## src/rtl/hack_cpu.sv

```systemverilog
// Single-cycle Hack CPU core: A/D/PC registers, 16-bit ALU, jump unit.
// ROM and data memory are external and read combinationally.
module hack_cpu (
   input  logic        clk,
   input  logic        rstn,
   input  logic [15:0] inM,
   input  logic [15:0] instruction,
   output logic [15:0] outM,
   output logic        writeM,
   output logic [15:0] addressMR,
   output logic [15:0] addressMW,
   output logic [15:0] pc
);

   logic [15:0] a_q;
   logic [15:0] d_q;
   logic [15:0] pc_q;

   logic        is_c;
   logic        sel_m;
   logic        zx, nx, zy, ny, fn, no;
   logic        d1, d2, d3;
   logic        j1, j2, j3;

   logic [15:0] x0, x1, y0, y1;
   logic [15:0] alu_raw;
   logic [15:0] alu_out;
   logic        zr, ng;
   logic        jmp;

   assign is_c  = instruction[15];
   assign sel_m = instruction[12];
   assign zx    = instruction[11];
   assign nx    = instruction[10];
   assign zy    = instruction[9];
   assign ny    = instruction[8];
   assign fn    = instruction[7];
   assign no    = instruction[6];
   assign d1    = instruction[5];
   assign d2    = instruction[4];
   assign d3    = instruction[3];
   assign j1    = instruction[2];
   assign j2    = instruction[1];
   assign j3    = instruction[0];

   always_comb begin
      x0      = zx ? 16'h0000 : d_q;
      x1      = nx ? ~x0 : x0;
      y0      = zy ? 16'h0000 : (sel_m ? inM : a_q);
      y1      = ny ? ~y0 : y0;
      alu_raw = fn ? (x1 + y1) : (x1 & y1);
      alu_out = no ? ~alu_raw : alu_raw;
   end

   assign zr  = (alu_out == 16'h0000);
   assign ng  = alu_out[15];
   assign jmp = is_c & ((j1 & ng) | (j2 & zr) | (j3 & ~ng & ~zr));

   assign outM      = alu_out;
   assign writeM    = is_c & d3 & rstn;
   assign addressMR = a_q;
   assign addressMW = a_q;
   assign pc        = pc_q;

   // Jump target is the pre-update A, even when d1 rewrites A this cycle
   always_ff @(posedge clk) begin
      if (!rstn) begin
         a_q  <= 16'h0000;
         d_q  <= 16'h0000;
         pc_q <= 16'h0000;
      end else begin
         if (!is_c)
            a_q <= instruction;
         else if (d1)
            a_q <= alu_out;
         if (is_c && d2)
            d_q <= alu_out;
         pc_q <= jmp ? a_q : pc_q + 16'h0001;
      end
   end

endmodule

```

## config.mk

```make
export PLATFORM = sky130hd
export DESIGN_NAME = hack_cpu
export DESIGN_NICKNAME = d
export VERILOG_FILES = /design/src/rtl/hack_cpu.sv
export SDC_FILE = /design/constraint.sdc
export NUM_CORES = 1
export LEC_CHECK = 0
export ABC_CLOCK_PERIOD_IN_PS = 6130
export CAP_MARGIN = 20
export CORE_ASPECT_RATIO = 1.1
export CORE_MARGIN = 2
export CORE_UTILIZATION = 47
export CTS_CLUSTER_SIZE = 30
export DETAILED_ROUTE_END_ITERATION = 6
export GPL_TIMING_DRIVEN = 1
export PLACE_DENSITY = 0.81
export SLEW_MARGIN = 40
export SYNTH_ARGS = -nofsm -noshare
export SYNTH_HDL_FRONTEND = slang
export SYNTH_SLANG_ARGS = --single-unit
```

## constraint.sdc

```tcl
create_clock -name clk -period 6.13 [get_ports clk]
set_clock_uncertainty 0.2 [all_clocks]
set_input_delay 0.613 -clock clk [delete_from_list [all_inputs] [get_ports clk]]
set_output_delay 0.613 -clock clk [all_outputs]
set_load 0.01 [all_outputs]
```

# [Yosys cells after proc, flatten, opt, wreduce, memory -nomap -nowiden]
# Cells that the tools add are included.
[op_classes] n_addsub=2 eq_ne=1 mux=10 bitwise_logic=15 n_reduce_logical=3
[op_table] cell="$mux 16" n=8
[op_table] cell="$not 16->16" n=3
[op_table] cell="$mux 15" n=2
[op_table] cell="$add 16x1->16 const B" n=1
[op_table] cell="$add 16x16->16" n=1
[op_table] cell="$and 16x16->16" n=1
[op_table] cell="$logic_not 16->1" n=1
[op_table] cell="$and 1x1->1" n=7
[op_table] cell="$ne 2x2->1 const B" n=1
[op_table] cell="$not 1->1" n=2
[op_table] cell="$or 1x1->1" n=2
[op_table] cell="$reduce_and 2->1" n=1
[op_table] cell="$logic_and 1x1->1" n=1
[word_totals] reg_bits=48 inputBits=34 out_inout_bits=65 word_cells=35

# [Depth between registers and ports, before layout]
# Gate-level depths: netlist (run 1).
[depth] word_depth=14 mapped_depth=18 ltp_nobuf=14

# [Worst setup path before layout (run 1)]
# OpenSTA, ideal clock, no wires.
[synth_path] kind="input -> register" start="input port instruction[12]" end="register pc_q[0], in the netlist pc[0]" setup_time_ns=0.072 arrival_time_ns=5.407 required_time_ns=5.858 path_slack_ns=0.451 cell_stages=16 n_path_buf=3 path_cell_list="clkbuf_1 -> clkbuf_1 -> mux2i_1 -> nor2_1 -> xor2_1 -> fa_1 -> a211oi_1 -> o211ai_1 -> a211o_1 -> xnor2_1 -> o31a_1 -> or4b_2 -> and4_2 -> nor4_4 -> buf_6 -> mux2i_1"
[synth_via] elab_chain_len=14 elab_cells_between_ends=20 cone_classes="1 x add/sub; 6 x mux; 12 x bitwise; 1 x reduce/logical"
[synth_lines] item="start, declared" line_no="7" text="input logic [15:0] instruction,"
[synth_lines] item="$mux 16 * (2 in series)" line_no="49" text="y0 = zy ? 16'h0000 : (sel_m ? inM : a_q);"
[synth_lines] item="$not 16->16" line_no="50" text="y1 = ny ? ~y0 : y0;"
[synth_lines] item="$mux 16 *" line_no="50"
[synth_lines] item="$add 16x16->16 / $and 16x16->16 (equally long branches)" line_no="51" text="alu_raw = fn ? (x1 + y1) : (x1 & y1);"
[synth_lines] item="$mux 16 *" line_no="51"
[synth_lines] item="$not 16->16" line_no="52" text="alu_out = no ? ~alu_raw : alu_raw;"
[synth_lines] item="$mux 16 *" line_no="52"
[synth_lines] item="$logic_not 16->1 / $not 1->1 (equally long branches)" line_no="55, 57"
[synth_lines] item="$and 1x1->1 / $not 1->1 (equally long branches)" line_no="57" text="assign jmp = is_c & ((j1 & ng) | (j2 & zr) | (j3 & ~ng & ~zr));"
[synth_lines] item="$or 1x1->1 / $and 1x1->1 (equally long branches)" line_no="57"
[synth_lines] item="$or 1x1->1 *" line_no="57"
[synth_lines] item="$and 1x1->1 *" line_no="57"
[synth_lines] item="$mux 16 *" line_no="78" text="pc_q <= jmp ? a_q : pc_q + 16'h0001;"
[synth_lines] item="end signal, assigned" line_no="78"
[synth_lines] item="end, declared" line_no="17" text="logic [15:0] pc_q;"
# Every way passes the cells marked *; elsewhere a longest branch is shown, timed or not.
# A chain may end at the register's enable or synchronous reset.

# [Worst setup path after layout (run 1)]
[layout_path] start="input port instruction[12]" end="output port outM[14]"
[layout_via] elab_chain_len=8 elab_cells_between_ends=9 cone_classes="1 x add/sub; 5 x mux; 3 x bitwise"
[layout_lines] item="$mux 16 * (2 in series)" line_no="49"
[layout_lines] item="$not 16->16" line_no="50"
[layout_lines] item="$mux 16 *" line_no="50"
[layout_lines] item="$add 16x16->16 / $and 16x16->16 (equally long branches)" line_no="51"
[layout_lines] item="$mux 16 *" line_no="51"
[layout_lines] item="$not 16->16" line_no="52"
[layout_lines] item="$mux 16 *" line_no="52"
[layout_lines] item="end, declared" line_no="8" text="output logic [15:0] outM,"
# Marked as above.

==> out/results.tsv, run 1 <==
stage	metric	value	unit
status	status	finished, final reports clean	
clock_network	H-tree Lvls	2	
drt	vias	4474	
clock_network	clock buffer count from CTS	5	
clock_network	PostCTS Resize Cnt	0	
die	# IOs	99	
finish	layout cell share with drive strength beyond 1	0.06270	
clock_network	Clock Path Buffers	2	
finish	ANT cells	0	
die	Die X	97.54	um
finish	Reg area	960.9	um2
clock_network	CTS tree	done	
drt	vias per cell	5.926	
synth	Seq/Total Area, Yosys	0.2124	
synth	Synthesis Warnings	0	
timing	setup TNS	0	ns
synth	Post-Syn Nets	629	
timing	fin crit period	5.796	ns
die	core area	0.009351	mm2
setup_path	terminus of the critical flop-to-flop path	pc[9]$_SDFF_PN0_	
place	DP HPWL	9761	um
drt	Iteration-0 DRC Markers	302	
timing	Fin. Hold Viols	0	
place	gpl congestion	0.8814	
drt	# DRC	0	
setup_path	Critical Path End Type	output pin	
timing	RSZ-0062 raised after global routing	false	
die	area of the die	0.01043	mm2
finish	multi-input logic area	0.003172	mm2
timing	final setup violation count	0	
drt	DRT antenna net count	0	
synth	Syn Std Cell Area	0.004523	mm2
setup_path	critical path arrival	4.98	ns
drt	DR WL/cell	17.34	um
setup_path	CP startpoint	instruction[12]	
timing	crit share post-route	0.9454	
die	Core Rows	37	
setup_path	Crit Reg-Reg Startpoint	addressMR[0]$_SDFFE_PN0P_	
global_route	first-pass GRT wire length	21100	um
worst_hold_path	Hold Crit Class	reg2reg	
synth	Yosys cell types	67	
place	# port buffers	98	
synth	Seq cells post-synth	48	
finish	fillers	865	
synth	Post-synth ARST share	0	
clock_network	Worst-Skew Late Latency	0.32	ns
setup_path	FF-to-FF setup slack	1.11	ns
finish	most common cell after layout, fill and taps aside	clkdlybuf4s50_1	
power	Max IR drop VDD	0.1059	mV
die	Starting Density	0.4837	
setup_path	Crit Path Class	in2out	
setup_path	Crit path required time	5.32	ns
drt	WL final	13090	um
synth	syn_area_per_cell	7.839	um2
global_route	vias in the first global route	4358	
setup_path	crit start category	primary input	
drt	Detailed Routing Iterations Pass 1	7	
timing	Max Fclk	0.1725	GHz
synth	ys flop type	dfxtp_1	
clock_network	root buf cell	clkbuf_8	
finish	Util after Layout	0.5831	
power	Pleak	2.132	nW
clock_network	Clock transition at path regs	0.10	ns
finish	commonest cells after routing, fill and taps aside	clkdlybuf4s50_1 (96), nand2_1 (85), nor2_1 (51)	
global_route	pin count of the biggest net entering global routing	36	
synth	Post-synth EDFFs	0	
global_route	aggregate global routing overflow	0	
timing	Final Slew Violations	0	
global_route	overall fraction of global-route tracks in use	0.2446	
flow_run	maxcap violations	0	
clock_network	clock tree sinks	48	
clock_network	cts hold-fix bufs	0	
setup_path	CP endpoint	outM[14]	
clock_network	post-CTS setup buffer count	0	
synth	Synth Instances	577	
global_route	number of antenna violations at the first check in global routing	0	
setup_path	crit path max fanout	6	
power	total power draw	1.252	mW
finish	fin nets	689	
finish	P&R area growth vs syn	20.55	%
setup_path	R2R cell count	15	
timing	Max-slew headroom	0.4875	
timing	Worst Tran Pin Value	0.7663	ns
die	chip height	106.9	um
power	Power Dens Cells	229.6	mW/mm2
[flip-flops by register name, summed over array words and instances (netlist names)]
register,cells
addressMR,16
d_q,16
pc,16
[worst max-delay path: stages]
cell	delay, ns
clkdlybuf4s50_1	0.69
mux2i_1	0.23
nor2_1	0.08
xor2_1	0.17
ha_1	0.25
fa_1	0.44
a211oi_1	0.48
o211ai_1	0.28
a311oi_1	0.42
nor4_1	0.08
a211oi_1	0.39
xnor2_1	0.24
clkdlybuf4s50_1	0.60
[through the flow]
stage / cell area (um2) / setup slack (ns) / hold WS [ns] / std cells
2_1_floorplan: 4523 / 0.4512 / 0.2368 / 577
4_1_cts: 5453 / 0.3872 / 0.2628 / 755
3_5_place_dp: 5355 / 0.2069 / 0.2486 / 747
3_3_place_gp: 5365 / 0.3741 / 0.2441 / 747
5_1_grt: 5453 / 0.1277 / 0.2893 / 755
6_report: 5453 / 0.3344 / 0.2608 / 755
[layer usage]
metal | up-vias | GRT usage | part of all wire
met5 | - | 0 | 0
met4 | 0 | 0.1052 | 0.030
met3 | 34 | 0.05020 | 0.064
met2 | 186 | 0.4172 | 0.48
met1 | 2134 | 0.2992 | 0.43
li1 | 2120 | - | -
[final cells by class]
class / instances / area share
multi-input cells: 466 / 0.5817
clock inverters: 2 / 0.002754
well taps: 117 / 0.02685
inverters: 8 / 0.005507
flip-flops and latches: 48 / 0.1762
clock buffers: 6 / 0.01514
repair buffers: 108 / 0.1918
[power by group]
group | total [mW] | internal [mW] | switching [mW]
combinational | 0.674 | 0.312 | 0.362
clock | 0.209 | 0.0916 | 0.118
sequential | 0.368 | 0.340 | 0.0285
[cells in the mapped netlist (all sizes together) (3+ instances only)]
master   count  area [um2]
nand4        4       25.02
xnor2       42       367.9
nor2        51       191.4
mux2i       50       500.5
ha          17       212.7
dfxtp       48       960.9
a21oi       34       170.2
xor2        23       201.4
and4         4       36.29
and3        13       93.83
buf         25       177.7
nand2b      21       131.4
nand2       85       319.1
clkbuf      30       182.7
o21ai        8       40.03
a31oi        3       18.77
nor2b        7       43.79
o211a        4       40.04
nor4         3       33.78
and2         6       37.54
nor3         6       30.03
o2111ai      3       26.28
nand3       12       60.06
a211oi      23       172.7
or3          4       25.02
o211ai       4       35.03
inv          8       30.03
[cells by family after synthesis]
kind of cell               Yosys count  synth area share
and+or+nand+nor                    227            0.2481
AOI/OAI and AO/OA                  104            0.1602
xor gates and xnor gates            65            0.1259
buffers and inverters               63           0.08630
muxes                               52            0.1156
DFF                                 48            0.2124
adders and majority gates           18           0.05145
[how the worst min path moves through the flow]
stage,start,to,slack [ns],cells after the start
after global routing,d_q[0]$_SDFFE_PN0P_,d_q[0]$_SDFFE_PN0P_,0.29,2
final,d_q[12]$_SDFFE_PN0P_,d_q[12]$_SDFFE_PN0P_,0.26,2
after CTS,d_q[12]$_SDFFE_PN0P_,d_q[12]$_SDFFE_PN0P_,0.26,2
after floorplan,d_q[0]$_SDFFE_PN0P_,d_q[0]$_SDFFE_PN0P_,0.24,2
after detailed placement,d_q[12]$_SDFFE_PN0P_,d_q[12]$_SDFFE_PN0P_,0.25,2
after global placement,d_q[15]$_SDFFE_PN0P_,d_q[15]$_SDFFE_PN0P_,0.24,2
Power figures use the tool's default switching activity.
==> run 2, diff against run 1 <==
Settings changed: ABC_CLOCK_PERIOD_IN_PS 6130 to not set, CORE_UTILIZATION 47 to 51, PLACE_DENSITY 0.81 to 0.86.
==> run 2 against run 1 <==
  * Register-to-register slack improved by 0.10 ns
  * Largest cell class unchanged
  * Hold slack improved by 0.0030 ns
  * Cell count fell by 0.13%
  * Critical endpoint unchanged
==> out/results.tsv, run 2 (synthesized netlist as in run 1, its figures left out) <==
stage	metric	value	unit	change
clock_network	clock tree sinks	48		unchanged
timing	Final Slew Violations	0		unchanged
drt	# DRC	0		unchanged
drt	WL final	12710	um	-2.9%
timing	setup ws final	0.3686	ns	+0.03418 ns
timing	fin crit period	5.761	ns	-0.03418 ns
setup_path	crit path max fanout	6		unchanged
global_route	number of antenna violations at the first check in global routing	0		unchanged
clock_network	root buf cell	clkbuf_8		
finish	commonest cells after routing, fill and taps aside	clkdlybuf4s50_1 (97), nand2_1 (85), nor2_1 (51)		
flow_run	maxcap violations	0		unchanged
die	Starting Density	0.5176		+0.03393
clock_network	clock buffer count from CTS	5		unchanged
timing	Max Fclk	0.1736	GHz	+0.59%
timing	final setup violation count	0		unchanged
finish	ANT cells	0		unchanged
drt	Top Metal Used	met4		
power	Max IR drop VDD	0.1048	mV	-1.0%
timing	Worst Tran Pin Value	0.7661	ns	-0.0002025 ns
finish	layout cell share with drive strength beyond 1	0.06406		+0.001367
die	core area	0.008738	mm2	-6.6%
finish	most common cell after layout, fill and taps aside	clkdlybuf4s50_1		
die	# IOs	99		unchanged
timing	RSZ-0062 raised after global routing	false		
clock_network	cts hold-fix bufs	0		unchanged
drt	DRT antenna net count	0		unchanged
drt	routed wl met3	738	um	-12%
timing	setup TNS	0	ns	unchanged
die	Die X	93.79	um	-3.8%
drt	Detailed Routing Iterations Pass 1	5		-2
global_route	vias in the first global route	4070		-6.6%
place	pre-CTS WS	0.1985	ns	-0.008451 ns
setup_path	Crit Path Class	in2out		
clock_network	Clock transition at path regs	0.10	ns	about the same
clock_network	post-CTS setup buffer count	0		unchanged
worst_hold_path	Hold Crit Class	reg2reg		
clock_network	CTS tree	done		
timing	Fin. Hold Viols	0		unchanged
die	Core Rows	36		-2.7%
global_route	pin count of the biggest net entering global routing	36		unchanged
drt	vias per cell	5.870		-0.94%
setup_path	critical path arrival	4.95	ns	-0.03 ns
power	Pleak	2.167	nW	+1.6%
drt	Met1 Wirelength	5476	um	-2.4%
drt	Iteration-0 DRC Markers	215		-29%
clock_network	Worst-Skew Late Latency	0.32	ns	about the same
global_route	overall fraction of global-route tracks in use	0.2594		+0.01482
place	DP HPWL	9590	um	-1.7%
drt	vias	4426		-1.1%
finish	fin nets	692		+0.44%
finish	P&R area growth vs syn	21.77	%	
clock_network	H-tree Lvls	2		unchanged
clock_network	PostCTS Resize Cnt	0		unchanged
setup_path	crit start category	primary input		
place	# port buffers	98		unchanged
die	chip height	102.8	um	-3.8%
global_route	first-pass GRT wire length	20000	um	-5.2%
place	gpl congestion	0.9388		+6.5%
setup_path	Crit path required time	5.32	ns	about the same
power	Power Dens Cells	238.3	mW/mm2	+3.8%
timing	crit share post-route	0.9399		-0.005575
power	total power draw	1.312	mW	+4.8%
die	area of the die	0.009639	mm2	-7.5%
clock_network	Clock Path Buffers	2		unchanged
finish	fillers	737		-15%
drt	routed length on met2	6116	um	-2.0%
drt	DR WL/cell	16.86	um	-2.8%
timing	Max-slew headroom	0.4892		+0.001736
status	status	finished, final reports clean		
setup_path	Critical Path End Type	output pin		
global_route	aggregate global routing overflow	0		unchanged
## run 2: area by class of cell
cell class / count / area [um2] / share of cell area
Sequential cell: 48 / 960.9 / 0.1745
Timing Repair Buffer: 111 / 1074 / 0.1949
Multi-Input combinational cell: 466 / 3172 / 0.5759
Inverter: 8 / 30.03 / 0.005452
Tap cell: 114 / 142.6 / 0.02590
Clock inverter: 2 / 60.06 / 0.01090
Clock buffer: 5 / 68.82 / 0.01249
## run 2: per-layer routing
metal / vias to the layer above / track usage
met5: - / 0
met4: 0 / 0.09365
met3: 44 / 0.03509
met2: 173 / 0.4560
met1: 2084 / 0.3254
li1: 2125 / -
## run 2: path summary, 6_finish.rpt
| check | depth (start not counted) | slack (ns) | start | end |
|---|---|---|---|---|
| worst max-delay path | 13 | 0.37 | instruction[12] | outM[14] |
| worst min-delay path | 2 | 0.26 | d_q[3]$_SDFFE_PN0P_ | d_q[3]$_SDFFE_PN0P_ |
| worst max register to register | 15 | 1.21 | addressMR[0]$_SDFFE_PN0P_ | pc[9]$_SDFF_PN0_ |
| worst min register to register | 2 | 0.26 | d_q[3]$_SDFFE_PN0P_ | d_q[3]$_SDFFE_PN0P_ |
## run 2: worst max-delay path, cell delays in order
cell and delay (ns):
clkdlybuf4s50_1 0.68, mux2i_1 0.28, nor2_1 0.08, xor2_1 0.16
ha_1 0.24, fa_1 0.43, a211oi_1 0.46, o211ai_1 0.25
a311oi_1 0.39, nor4_1 0.09, a211oi_1 0.41, xnor2_1 0.26
clkdlybuf4s50_1 0.61
## run 2: stage by stage
step           cell area (um2)    util  std cells  hold slack, ns
6_report                  5508  0.6303        754          0.2638
3_3_place_gp              5384  0.6161        747          0.2418
5_1_grt                   5508  0.6303        754          0.2856
4_1_cts                   5508  0.6303        754          0.2638
3_5_place_dp              5379  0.6156        747          0.2505
2_1_floorplan             4523       -        577          0.2368
## run 2: power breakdown
group / leakage [nW] / total (mW) / switching, mW / internal, mW
logic: 1.71 / 0.669 / 0.354 / 0.316
registers: 0.394 / 0.368 / 0.0287 / 0.340
clock network: 0.0642 / 0.274 / 0.114 / 0.161
==> run 3, diff against run 2 <==
Settings changed: CTS_BUF_LIST set to sky130_fd_sc_hd__clkbuf_2 sky130_fd_sc_hd__clkbuf_4 sky130_fd_sc_hd__clkbuf_8, REMOVE_ABC_BUFFERS set to 1.
==> run 3 against run 2 <==
  * Clock power up 2%
  * Combinational power is 2% higher
  * Fmax is essentially flat
  * Sequential power hardly changed
  * Critical path depth unchanged
  * Sequential cell count unchanged
  * Count of clock-buffer cells in the layout unchanged
  * Die area is the same
  * Register-to-register slack hardly changed
  * Global-route usage grew 2.1 points
==> out/results.tsv, run 3 (synthesized netlist as in run 1, its figures left out) <==
stage	metric	value	unit	change
setup_path	worst path cell trace	clkdlybuf4s50_1, buf_4, mux2i_1, nor2_1, xor2_1, ha_1, o211ai_2, o211ai_1, nand4_1, and4_1, nor3_1, xnor2_1, clkdlybuf4s50_1		
place	Area after DPL	0.005381	mm2	about the same
drt	# DRC	0		unchanged
finish	most common cell after layout, fill and taps aside	clkdlybuf4s50_1		
setup_path	Bufs and invs on worst path	3		+1
clock_network	Worst-Skew Late Latency	0.32	ns	about the same
finish	fin nets	693		+0.14%
finish	layout cell share with drive strength beyond 1	0.07020		+0.006140
die	area of the die	0.009639	mm2	unchanged
drt	WL final	13400	um	+5.4%
place	DP HPWL	9935	um	+3.6%
timing	Max-slew headroom	0.4772		-0.01200
setup_path	critical path arrival	4.95	ns	about the same
clock_network	Clock transition at path regs	0.09	ns	about the same
timing	Final Slew Violations	0		unchanged
die	Core Rows	36		unchanged
place	# port buffers	98		unchanged
finish	ANT cells	0		unchanged
global_route	vias in the first global route	4496		+10%
finish	P&R area growth vs syn	22.05	%	
finish	commonest cells after routing, fill and taps aside	clkdlybuf4s50_1 (96), nand2_1 (85), nor2_1 (51)		
die	Starting Density	0.5176		unchanged
drt	DR WL/cell	17.75	um	+5.3%
drt	Detailed Routing Iterations Pass 1	5		unchanged
finish	fin area	0.005520	mm2	+0.23%
clock_network	root buf cell	clkbuf_8		
setup_path	crit start category	primary input		
clock_network	PostCTS Resize Cnt	0		unchanged
clock_network	H-tree Lvls	2		unchanged
clock_network	post-CTS setup buffer count	0		unchanged
timing	Worst Tran Pin Value	0.7817	ns	+0.01555 ns
clock_network	cts hold-fix bufs	0		unchanged
clock_network	clock buffer count from CTS	5		unchanged
timing	fin crit period	5.764	ns	+0.002950 ns
die	chip height	102.8	um	unchanged
global_route	overall fraction of global-route tracks in use	0.2799		+0.02053
setup_path	CP peak stage delay	0.73	ns	+0.05 ns
power	Pleak	2.174	nW	+0.31%
setup_path	CP most frequent cell	clkdlybuf4s50_1		
setup_path	CP top delay family	buffers and inverters		
setup_path	Worst path slowest cell	clkdlybuf4s50_1		
power	Power Dens Cells	240.4	mW/mm2	+0.91%
timing	Fin. Hold Viols	0		unchanged
power	Max IR drop VDD	0.1570	mV	+50%
die	# IOs	99		unchanged
setup_path	Crit path required time	5.32	ns	about the same
setup_path	FF-to-FF setup slack	1.20	ns	about the same
die	core area	0.008738	mm2	unchanged
clock_network	Clock Path Buffers	2		unchanged
clock_network	clock tree sinks	48		unchanged
clock_network	CTS tree	done		
setup_path	Crit Path Class	in2out		
drt	DRT antenna net count	0		unchanged
status	status	finished, final reports clean		
timing	RSZ-0062 raised after global routing	false		
global_route	aggregate global routing overflow	0		unchanged
timing	setup TNS	0	ns	unchanged
drt	vias per cell	5.952		+1.4%
timing	final setup violation count	0		unchanged
die	Die X	93.79	um	unchanged
worst_hold_path	Hold Crit Class	reg2reg		
global_route	pin count of the biggest net entering global routing	36		unchanged
global_route	first-pass GRT wire length	21450	um	+7.2%
place	gpl congestion	0.9346		-0.45%
flow_run	maxcap violations	0		unchanged
global_route	number of antenna violations at the first check in global routing	0		unchanged
timing	crit share post-route	0.9404		about the same
timing	Max Fclk	0.1735	GHz	about the same
setup_path	crit path max fanout	6		unchanged
setup_path	Critical Path End Type	output pin		
drt	vias	4494		+1.5%
drt	Iteration-0 DRC Markers	260		+21%
## run 3: cell types whose count changed in the layout (fill, tap and decap cells not counted)
cell,before,now
buf_2,1,2
buf_4,13,14
a211oi_1,23,21
clkdlybuf4s50_1,97,96
a211oi_2,0,2
## run 3: worst min-delay path: cells and delay by family, from the launching register on
kind            cells  cell delay (ns)
compound gates      1             0.05
simple gates        1             0.05
flops               1             0.32
## run 3: per-layer routing
metal | vias up | routed length [um] | global-route usage
li1 | 2122 | - | -
met1 | 2109 | 5313 | 0.3260
met2 | 216 | 6605 | 0.4984
met3 | 47 | 1040 | 0.06798
met4 | 0 | 439 | 0.1059
met5 | - | 0 | 0
## run 3: worst paths after layout
kind | cells past startpoint | start | end
setup / recovery | 13 | instruction[12] | outM[15]
hold / removal | 2 | d_q[1]$_SDFFE_PN0P_ | d_q[1]$_SDFFE_PN0P_
setup reg to reg | 15 | addressMR[0]$_SDFFE_PN0P_ | pc[15]$_SDFF_PN0_
hold reg to reg | 2 | d_q[1]$_SDFFE_PN0P_ | d_q[1]$_SDFFE_PN0P_
## run 3: area by class of cell
class / count / area [um2]
Multi-Input combinational cell: 466 / 3182
Fill cell: 752 / 3218
Clock inverter: 2 / 60.06
Inverter: 8 / 30.03
Clock buffer: 5 / 68.82
Sequential cell: 48 / 960.9
Tap cell: 114 / 142.6
Timing Repair Buffer: 112 / 1076
## run 3: power breakdown
group | switching, mW | total [mW] | internal (mW) | leakage (nW)
combinational | 0.362 | 0.680 | 0.318 | 1.72
clock | 0.118 | 0.279 | 0.161 | 0.0642
sequential | 0.0282 | 0.368 | 0.340 | 0.394
## run 3: per-stage QoR
stage / cells / power, mW / setup slack (ns) / hold slack (ns) / utilization
after floorplan: 522 / 0.7593 / 0.9835 / 0.2368 / -
after detailed placement: 748 / 1.037 / 0.1556 / 0.2484 / 0.6158
after CTS: 755 / 1.315 / 0.2503 / 0.2601 / 0.6306
after global routing: 755 / 1.395 / 0.1268 / 0.2784 / 0.6317
after global placement: 748 / 1.017 / 0.3754 / 0.2434 / 0.6170
final: 755 / 1.327 / 0.3656 / 0.2618 / 0.6317
